**config.mk**
```make
export PLATFORM = sky130hd
export DESIGN_NAME = irq_daisy_chain
export DESIGN_NICKNAME = d
export VERILOG_FILES = /design/src/rtl/irq_daisy_chain.sv
export SDC_FILE = /design/constraint.sdc
export NUM_CORES = 1
export LEC_CHECK = 0
export CAP_MARGIN = 20
export CORE_MARGIN = 2
export CORE_UTILIZATION = 32
export DETAILED_ROUTE_END_ITERATION = 10
export PLACE_DENSITY = 0.61
export SLEW_MARGIN = 20
export SYNTH_ARGS = -nofsm -noshare
export SYNTH_HDL_FRONTEND = slang
export SYNTH_SLANG_ARGS = --single-unit
```
**constraint.sdc**
```tcl
create_clock -name clk_i -period 1.6 [get_ports clk_i]
set_clock_uncertainty 0.15 [all_clocks]
set_input_delay 0.32 -clock clk_i [delete_from_list [all_inputs] [get_ports clk_i]]
set_output_delay 0.32 -clock clk_i [all_outputs]
set_load 0.05 [all_outputs]
```
**src/rtl/irq_daisy_chain.sv**
```systemverilog
// Interrupt controller: fixed-priority daisy chain over N_SRC lines, irq_req/irq_ret handshake with the core.
// Optional build macro IRQ_EDGE_EN selects rising-edge pending latches; default is level-sensitive.
module irq_daisy_chain #(
    parameter int unsigned N_SRC      = 16,
    parameter logic [31:0] CAUSE_BASE = 32'h8000_0010
) (
    input  logic             clk_i,
    input  logic             rst_ni,
    input  logic [N_SRC-1:0] irq_i,
    input  logic [N_SRC-1:0] mask_i,
    input  logic             irq_ret_i,
    output logic             irq_req_o,
    output logic [31:0]      irq_cause_o,
    output logic [N_SRC-1:0] irq_ack_o
);

    localparam int unsigned CAUSE_W = 32;

    typedef enum logic [1:0] {
        IDLE   = 2'd0,
        ACTIVE = 2'd1,
        ACK    = 2'd2
    } state_t;

    state_t             state;
    state_t             state_next;
    logic [N_SRC-1:0]   grant;
    logic [N_SRC-1:0]   grant_next;
    logic [N_SRC-1:0]   ack_next;
    logic [N_SRC-1:0]   pend_now;
    logic [N_SRC-1:0]   elig;
    logic [N_SRC-1:0]   gnt_c;
    logic [N_SRC:0]     chain;
    logic               req_next;
    logic [CAUSE_W-1:0] cause_next;
    logic [CAUSE_W-1:0] cause_sel;

`ifdef IRQ_EDGE_EN
    logic [N_SRC-1:0] pend;
    logic [N_SRC-1:0] hist;
    logic [N_SRC-1:0] rise;

    assign rise     = irq_i & ~hist & mask_i;
    // A rise in this cycle is already visible, so both builds share the same request latency.
    assign pend_now = pend | rise;

    // Clear on entry to ACK; a simultaneous new edge wins.
    always_ff @(posedge clk_i or negedge rst_ni) begin
        if (!rst_ni) begin
            pend <= '0;
            hist <= '0;
        end else begin
            pend <= (pend & ~ack_next) | rise;
            hist <= irq_i;
        end
    end
`else
    assign pend_now = irq_i & mask_i;
`endif

    assign elig = pend_now & mask_i;

    // Ripple priority chain, index 0 highest; cause encoded from the one-hot winner.
    always_comb begin
        chain[0]  = 1'b1;
        gnt_c     = '0;
        cause_sel = '0;
        for (int unsigned k = 0; k < N_SRC; k++) begin
            gnt_c[k]   = chain[k] & elig[k];
            chain[k+1] = chain[k] & ~elig[k];
            if (gnt_c[k]) begin
                cause_sel = CAUSE_BASE + CAUSE_W'(k);
            end
        end
    end

    always_comb begin
        state_next = state;
        grant_next = grant;
        req_next   = irq_req_o;
        cause_next = irq_cause_o;
        ack_next   = '0;
        case (state)
            IDLE: begin
                if (|elig) begin
                    state_next = ACTIVE;
                    grant_next = gnt_c;
                    req_next   = 1'b1;
                    cause_next = cause_sel;
                end
            end
            ACTIVE: begin
                if (irq_ret_i) begin
                    state_next = ACK;
                    ack_next   = grant;
                    grant_next = '0;
                    req_next   = 1'b0;
                    cause_next = '0;
                end
            end
            ACK: begin
                state_next = IDLE;
            end
            default: begin
                state_next = IDLE;
                grant_next = '0;
                req_next   = 1'b0;
                cause_next = '0;
            end
        endcase
    end

    always_ff @(posedge clk_i or negedge rst_ni) begin
        if (!rst_ni) begin
            state       <= IDLE;
            grant       <= '0;
            irq_req_o   <= 1'b0;
            irq_cause_o <= '0;
            irq_ack_o   <= '0;
        end else begin
            state       <= state_next;
            grant       <= grant_next;
            irq_req_o   <= req_next;
            irq_cause_o <= cause_next;
            irq_ack_o   <= ack_next;
        end
    end

endmodule
```
Yosys cells after proc, flatten, opt, wreduce, memory -nomap -nowiden
Index checks and enable logic that the tools add are counted.
Widths: inputs -> output; s select.
{"block": "word_totals", "reg_bits": 67, "in_bits": 35, "output_inout_bits": 49, "wordCells": 90}
{"block": "classes", "n_eq_ne": 4, "muxes": 30, "bitwise": 47, "reduce_logical": 4}
{"cell": "$mux 32", "count": 18}
{"cell": "$pmux 32 s3", "count": 1}
{"cell": "$mux 16", "count": 4}
{"cell": "$pmux 16 s3", "count": 1}
{"cell": "$and 16x16->16", "count": 2}
{"cell": "$and 1x1->1", "count": 29}
{"cell": "$not 1->1", "count": 16}
{"cell": "$reduce_or 16->1", "count": 1}
{"cell": "$mux 2", "count": 2}
{"cell": "$ne 2x2->1 const B", "count": 2}
{"cell": "$pmux 2 s2", "count": 1}
{"cell": "$pmux 1 s3", "count": 1}
{"cell": "$reduce_and 3->1", "count": 1}
{"cell": "$eq 2x1->1 const B", "count": 1}
{"cell": "$eq 2x2->1 const B", "count": 1}
{"cell": "$logic_not 2->1", "count": 1}
{"cell": "$mux 1", "count": 2}
{"cell": "$reduce_and 2->1", "count": 1}

Logic depth before layout (Yosys ltp)
{"block": "depth", "ltp_word": 21, "depth_mapped": 7, "depth_no_buf": 5}

Least setup slack after synthesis
OpenSTA, ideal clock, no wires.
{"block": "synth_timing", "kind": "input -> register", "start": "input mask_i[1]", "end": "register grant[11]", "setup_time_ps": 96, "arrival_ps": 1797, "t_required_ps": 1354, "slack_ps": -443, "stages": 7, "n_path_buf": 2, "cell_sequence": "a222oi_1 -> nand4_2 -> o21ai_2 -> buf_4 -> buf_6 -> nand3_1 -> o31ai_1"}
{"block": "synth_via", "elab_chain_len": 16, "word_cells_on_any_way": 19, "classes_between": "1 x eq/ne; 2 x mux; 14 x bitwise; 2 x reduce/logical"}
{"item": "start: declaration", "line_no": "10", "rtl": "input logic [N_SRC-1:0] mask_i,"}
{"item": "$and 16x16->16", "line_no": "58", "rtl": "assign pend_now = irq_i & mask_i;"}
{"item": "$and 16x16->16 (*)", "line_no": "61", "rtl": "assign elig = pend_now & mask_i;"}
{"item": "$not 1->1", "line_no": "70", "rtl": "chain[k+1] = chain[k] & ~elig[k];"}
{"item": "$and 1x1->1 (10 in series)", "line_no": "70"}
{"item": "$and 1x1->1", "line_no": "69", "rtl": "gnt_c[k] = chain[k] & elig[k];"}
{"item": "$mux 16", "line_no": "85", "rtl": "if (|elig) begin"}
{"item": "$pmux 16 s3", "line_no": "83", "rtl": "case (state)"}
{"item": "end signal: assignment", "line_no": "122", "rtl": "grant <= grant_next;"}
{"item": "end: declaration", "line_no": "27", "rtl": "logic [N_SRC-1:0] grant;"}
Mark *: on every way between the ends. The rest lies on a longest branch, timed or not. The select of a mux whose other input is x is not followed.
A chain may end at the register's enable or synchronous reset.

Worst setup path in the final report
{"block": "layout_timing", "start": "input irq_i[8]", "end": "register irq_cause_o[1]"}
{"block": "layout_via", "elab_chain_len": 14, "word_cells_on_any_way": 31, "classes_between": "1 x eq/ne; 10 x mux; 18 x bitwise; 2 x reduce/logical"}
{"item": "start: declaration", "line_no": "9", "rtl": "input logic [N_SRC-1:0] irq_i,"}
{"item": "$and 16x16->16 (*)", "line_no": "58"}
{"item": "$and 16x16->16 (*)", "line_no": "61"}
{"item": "$not 1->1", "line_no": "70"}
{"item": "$and 1x1->1", "line_no": "70"}
{"item": "$and 1x1->1 (on tied branches)", "line_no": "69, 70"}
{"item": "$mux 32 (tied with other cells) (5 in series)", "line_no": "71", "rtl": "if (gnt_c[k]) begin"}
{"item": "$mux 32 or $and 1x1->1 (tied branches)", "line_no": "71, 69"}
{"item": "$mux 32", "line_no": "71"}
{"item": "$mux 32", "line_no": "85"}
{"item": "$pmux 32 s3", "line_no": "83"}
{"item": "end signal: assignment", "line_no": "124", "rtl": "irq_cause_o <= cause_next;"}
{"item": "end: declaration", "line_no": "13", "rtl": "output logic [31:0] irq_cause_o,"}
Marks and branches as above.

==> results summary <==
Across the whole layout, storage elements account for 1000 sq um. The initial standard-cell utilization of the core is 32.6%. In the routed design, unresolved DRC markers number 0. The count of nets left with antenna violations once routing finished came out at 0. The count of buffers added on input and output ports is 57. TritonCTS built the clock tree. The largest net degree at the start of global routing came out at 41. Across all layers, the routed design uses 1789 vias. The number of global-route vias before repair is 1709. The final non-filler cell total is 376. For this run the aggregate overflow at the end of global routing stands at 0.

The commonest cells after synthesis are 40 x sky130_fd_sc_hd__dfrtp_1, 28 x sky130_fd_sc_hd__buf_4, 28 x sky130_fd_sc_hd__nand3_1. The synthesized area per cell came out at 9.93 sq um. STA classifies the critical path startpoint as an input port. The die boundary width is 81.0 um. The full die area came out at 6560 sq um. The first routing iteration left 98 violations. Once detailed placement completed, the half-perimeter wirelength came to 3620 um. Setup repair after global routing could not meet its margin everywhere. The count of flip-flops with a built-in enable after synthesis came out at 0. The total I/O pin count came out at 84. In this run, synthesis produced a sequential element count of 40. Derived from the worst setup path, the maximum achievable clock frequency is 604 MHz. The placer's final routability congestion estimate came out at 0.847. For this run, the total global-route usage over all layers was measured as 16.7%. The height of the die came out at 81.0 um. The worst hold path begins at irq_i[2]. Power spread over the standard cell area amounts to 1300 nW/um^2. The depth of the most critical reg-to-reg path is 5. The final critical-path required period is 1.65 ns.

The buffer depth of the longest clock path came out at 2. 0 antenna diodes ended up in the layout. The checks that failed: negative setup slack. The area of the core region came out at 5820 sq um. After synthesis the cells add up to 1900 sq um. Of all flip-flops after synthesis, the portion carrying an async set or reset was 100%. The number of detailed-route iterations in the first pass came out at 6.

The most common cell in the synthesized netlist is sky130_fd_sc_hd__dfrtp_1. The synthesized instance count came out at 191. The share of the synthesized area in the top cell type is 52.8%. The number of antenna violations at the first check in global routing is 0. The commonest register cell after synthesis is sky130_fd_sc_hd__dfrtp_1. The number of CTS-inserted buffers came out at 5. Including well taps, the total number of placed cells is 355. The count of nets after finishing is 335.

In the routed layout, each cell is associated on average with a via count of 4.76. The total count of hold-check failures in the final report was 0. The data required time at the worst endpoint came out at 1.68 ns.

The maximum fanout count along the critical path came out at 8. The worst setup path is captured at a register. The area of the multi-input gates is 913 sq um. The relative area change from synthesis to final layout is 78.3%.

The tree is rooted in a sky130_fd_sc_hd__clkbuf_8. The worst setup slack for register-to-register paths came out at 0.08 ns. Sequential cells were found to cover 52.8% of the synthesized design area. The number of placement rows is 28. The largest area contributor in the synthesized netlist is sky130_fd_sc_hd__dfrtp_1. Fill cells in the final layout number 495.

The later pin in the worst-skew pair is clocked with a latency of 0.30 ns. The overall routed net length is 5230 um. Data arrives at the worst endpoint at 1.73 ns. The wire length per cell after detailed routing is 13.9 um.

The class of the tightest hold or removal check is input port to register. The worst IR drop on VDD is 0.827 mV. The endpoint with the worst hold slack is grant[2]$_DFFE_PN0P_. The register clock-pin slew on the reported worst setup and hold paths came out at 0.08 ns. Setup total negative slack on the finished layout was measured at -0.586 ns. The number of slew-limit violations in the final report came out at 0. The number of levels in the clock H-tree came out at 2. The tool flagged a number of max-cap violations equal to 0. The distinct cell type count after synthesis is 21. The clock sink count is 40. The number of endpoints failing setup at the final stage came out at 19.

In this run the critical register-to-register path is launched from state[0]$_DFFE_PN0P_. The critical path in this run is classified as input port to register. The Yosys step of the flow raised 0 warnings. The first global-routing pass estimated 8190 um of wire. In this run the critical register-to-register path is captured at grant[13]$_DFFE_PN0P_.

The fraction of the cycle the final worst path needs is 103%. The layout cell share with drive strength beyond 1 came out at 42.2%. The cell depth of the worst min-delay path is 4. The flow ran to the end, but the final reports show violations. By area the synthesized netlist is led by sky130_fd_sc_hd__dfrtp_1 53%, sky130_fd_sc_hd__buf_4 11%, sky130_fd_sc_hd__nand3_1 7.4%, sky130_fd_sc_hd__and2_1 5.3%, sky130_fd_sc_hd__nand2_1 4.0%. The setup slack of the critical path after layout is -0.0546 ns. The leakage dissipation is 1.58 nW.
how the worst max path moves through the flow:
stage	from	to	slack, ns	cells after the start
floorplan	irq_i[1]	grant[11]$_DFFE_PN0P_	-0.40	7
global placement	irq_i[1]	irq_cause_o[0]$_DFFE_PN0P_	-0.61	8
detailed placement	irq_i[1]	grant[13]$_DFFE_PN0P_	-0.67	8
CTS	mask_i[1]	irq_cause_o[0]$_DFFE_PN0P_	0.005	8
global route	irq_i[1]	irq_cause_o[2]$_DFFE_PN0P_	-0.1	9
finish	irq_i[8]	irq_cause_o[1]$_DFFE_PN0P_	-0.05	8
stage by stage:
step | power, mW | setup slack [ns] | instance area, sq um | utilization (%) | hold WS, ns
CTS | 4.16 | 0.00546 | 3260 | 56.1 | 0.268
finish | 4.40 | -0.0546 | 3380 | 58.2 | 0.261
global route | 4.59 | -0.0990 | 3380 | 58.2 | 0.267
global placement | 3.01 | -0.608 | 2980 | 51.3 | 0.247
floorplan | 2.27 | -0.399 | 2020 | - | -0.126
detailed placement | 3.03 | -0.675 | 2980 | 51.3 | 0.249
cell families after synthesis:
family	share of synthesized area [%]
buffers and inverters	13.2
other	0.198
AOI/OAI and AO/OA	13.5
DFF	52.8
and+or+nand+nor	20.4
area by class of cell:
cell class | count | share of cell area, %
tap | 75 | 2.77
inverter | 2 | 0.222
clock inverter | 3 | 1.37
timing repair buffer | 111 | 37.0
multi-input combinational | 140 | 27.0
clock buffer | 5 | 2.03
sequential | 40 | 29.6
registers in the layout (all words and copies together) (netlist names):
register	flops
irq_req_o	1
irq_ack_o	16
state	2
grant	16
irq_cause_o	5
worst max-delay path: stages:
cell	delay (ns)
sky130_fd_sc_hd__dlygate4sd2_1	0.26
sky130_fd_sc_hd__a22oi_2	0.23
sky130_fd_sc_hd__nand4_1	0.22
sky130_fd_sc_hd__o21ai_4	0.26
sky130_fd_sc_hd__buf_6	0.16
sky130_fd_sc_hd__buf_8	0.13
sky130_fd_sc_hd__nand3_2	0.06
sky130_fd_sc_hd__o21ai_1	0.08
timing repair:
action	4_1_cts	5_1_grt
setup buffers	8	1
cloned	2	1
hold endpoints to repair	40	0
hold buffers	1	0
pin swaps	14	6
resized for setup	80	26
setup endpoints to repair	23	22
power by group:
| part | internal (mW) | leakage, nW | switching (mW) |
|---|---|---|---|
| clock network | 0.470 | 0.0548 | 0.381 |
| logic | 1.04 | 0.987 | 1.20 |
| registers | 1.16 | 0.541 | 0.154 |
| total | 2.67 | 1.58 | 1.73 |
cells in the final DEF, fill, tap and decap left out, types with 7 or more instances in the layout:
| cell | n |
|---|---|
| sky130_fd_sc_hd__nand3_2 | 12 |
| sky130_fd_sc_hd__dlygate4sd2_1 | 25 |
| sky130_fd_sc_hd__buf_4 | 42 |
| sky130_fd_sc_hd__dfrtp_1 | 40 |
| sky130_fd_sc_hd__nand2_1 | 17 |
| sky130_fd_sc_hd__and2_1 | 16 |
| sky130_fd_sc_hd__buf_12 | 24 |
| sky130_fd_sc_hd__conb_1 | 26 |
| sky130_fd_sc_hd__buf_6 | 7 |
| sky130_fd_sc_hd__nand3_1 | 16 |
layer usage:
metal / vias to the layer above / share of wire, % / global-route usage (%)
li1: 847 / - / -
met2: 68 / 52 / 29.0
met1: 861 / 39 / 19.9
met4: 0 / 3.0 / 7.29
met3: 13 / 6.0 / 3.22
met5: - / 0 / 0
(Power assumes the default switching activity.)
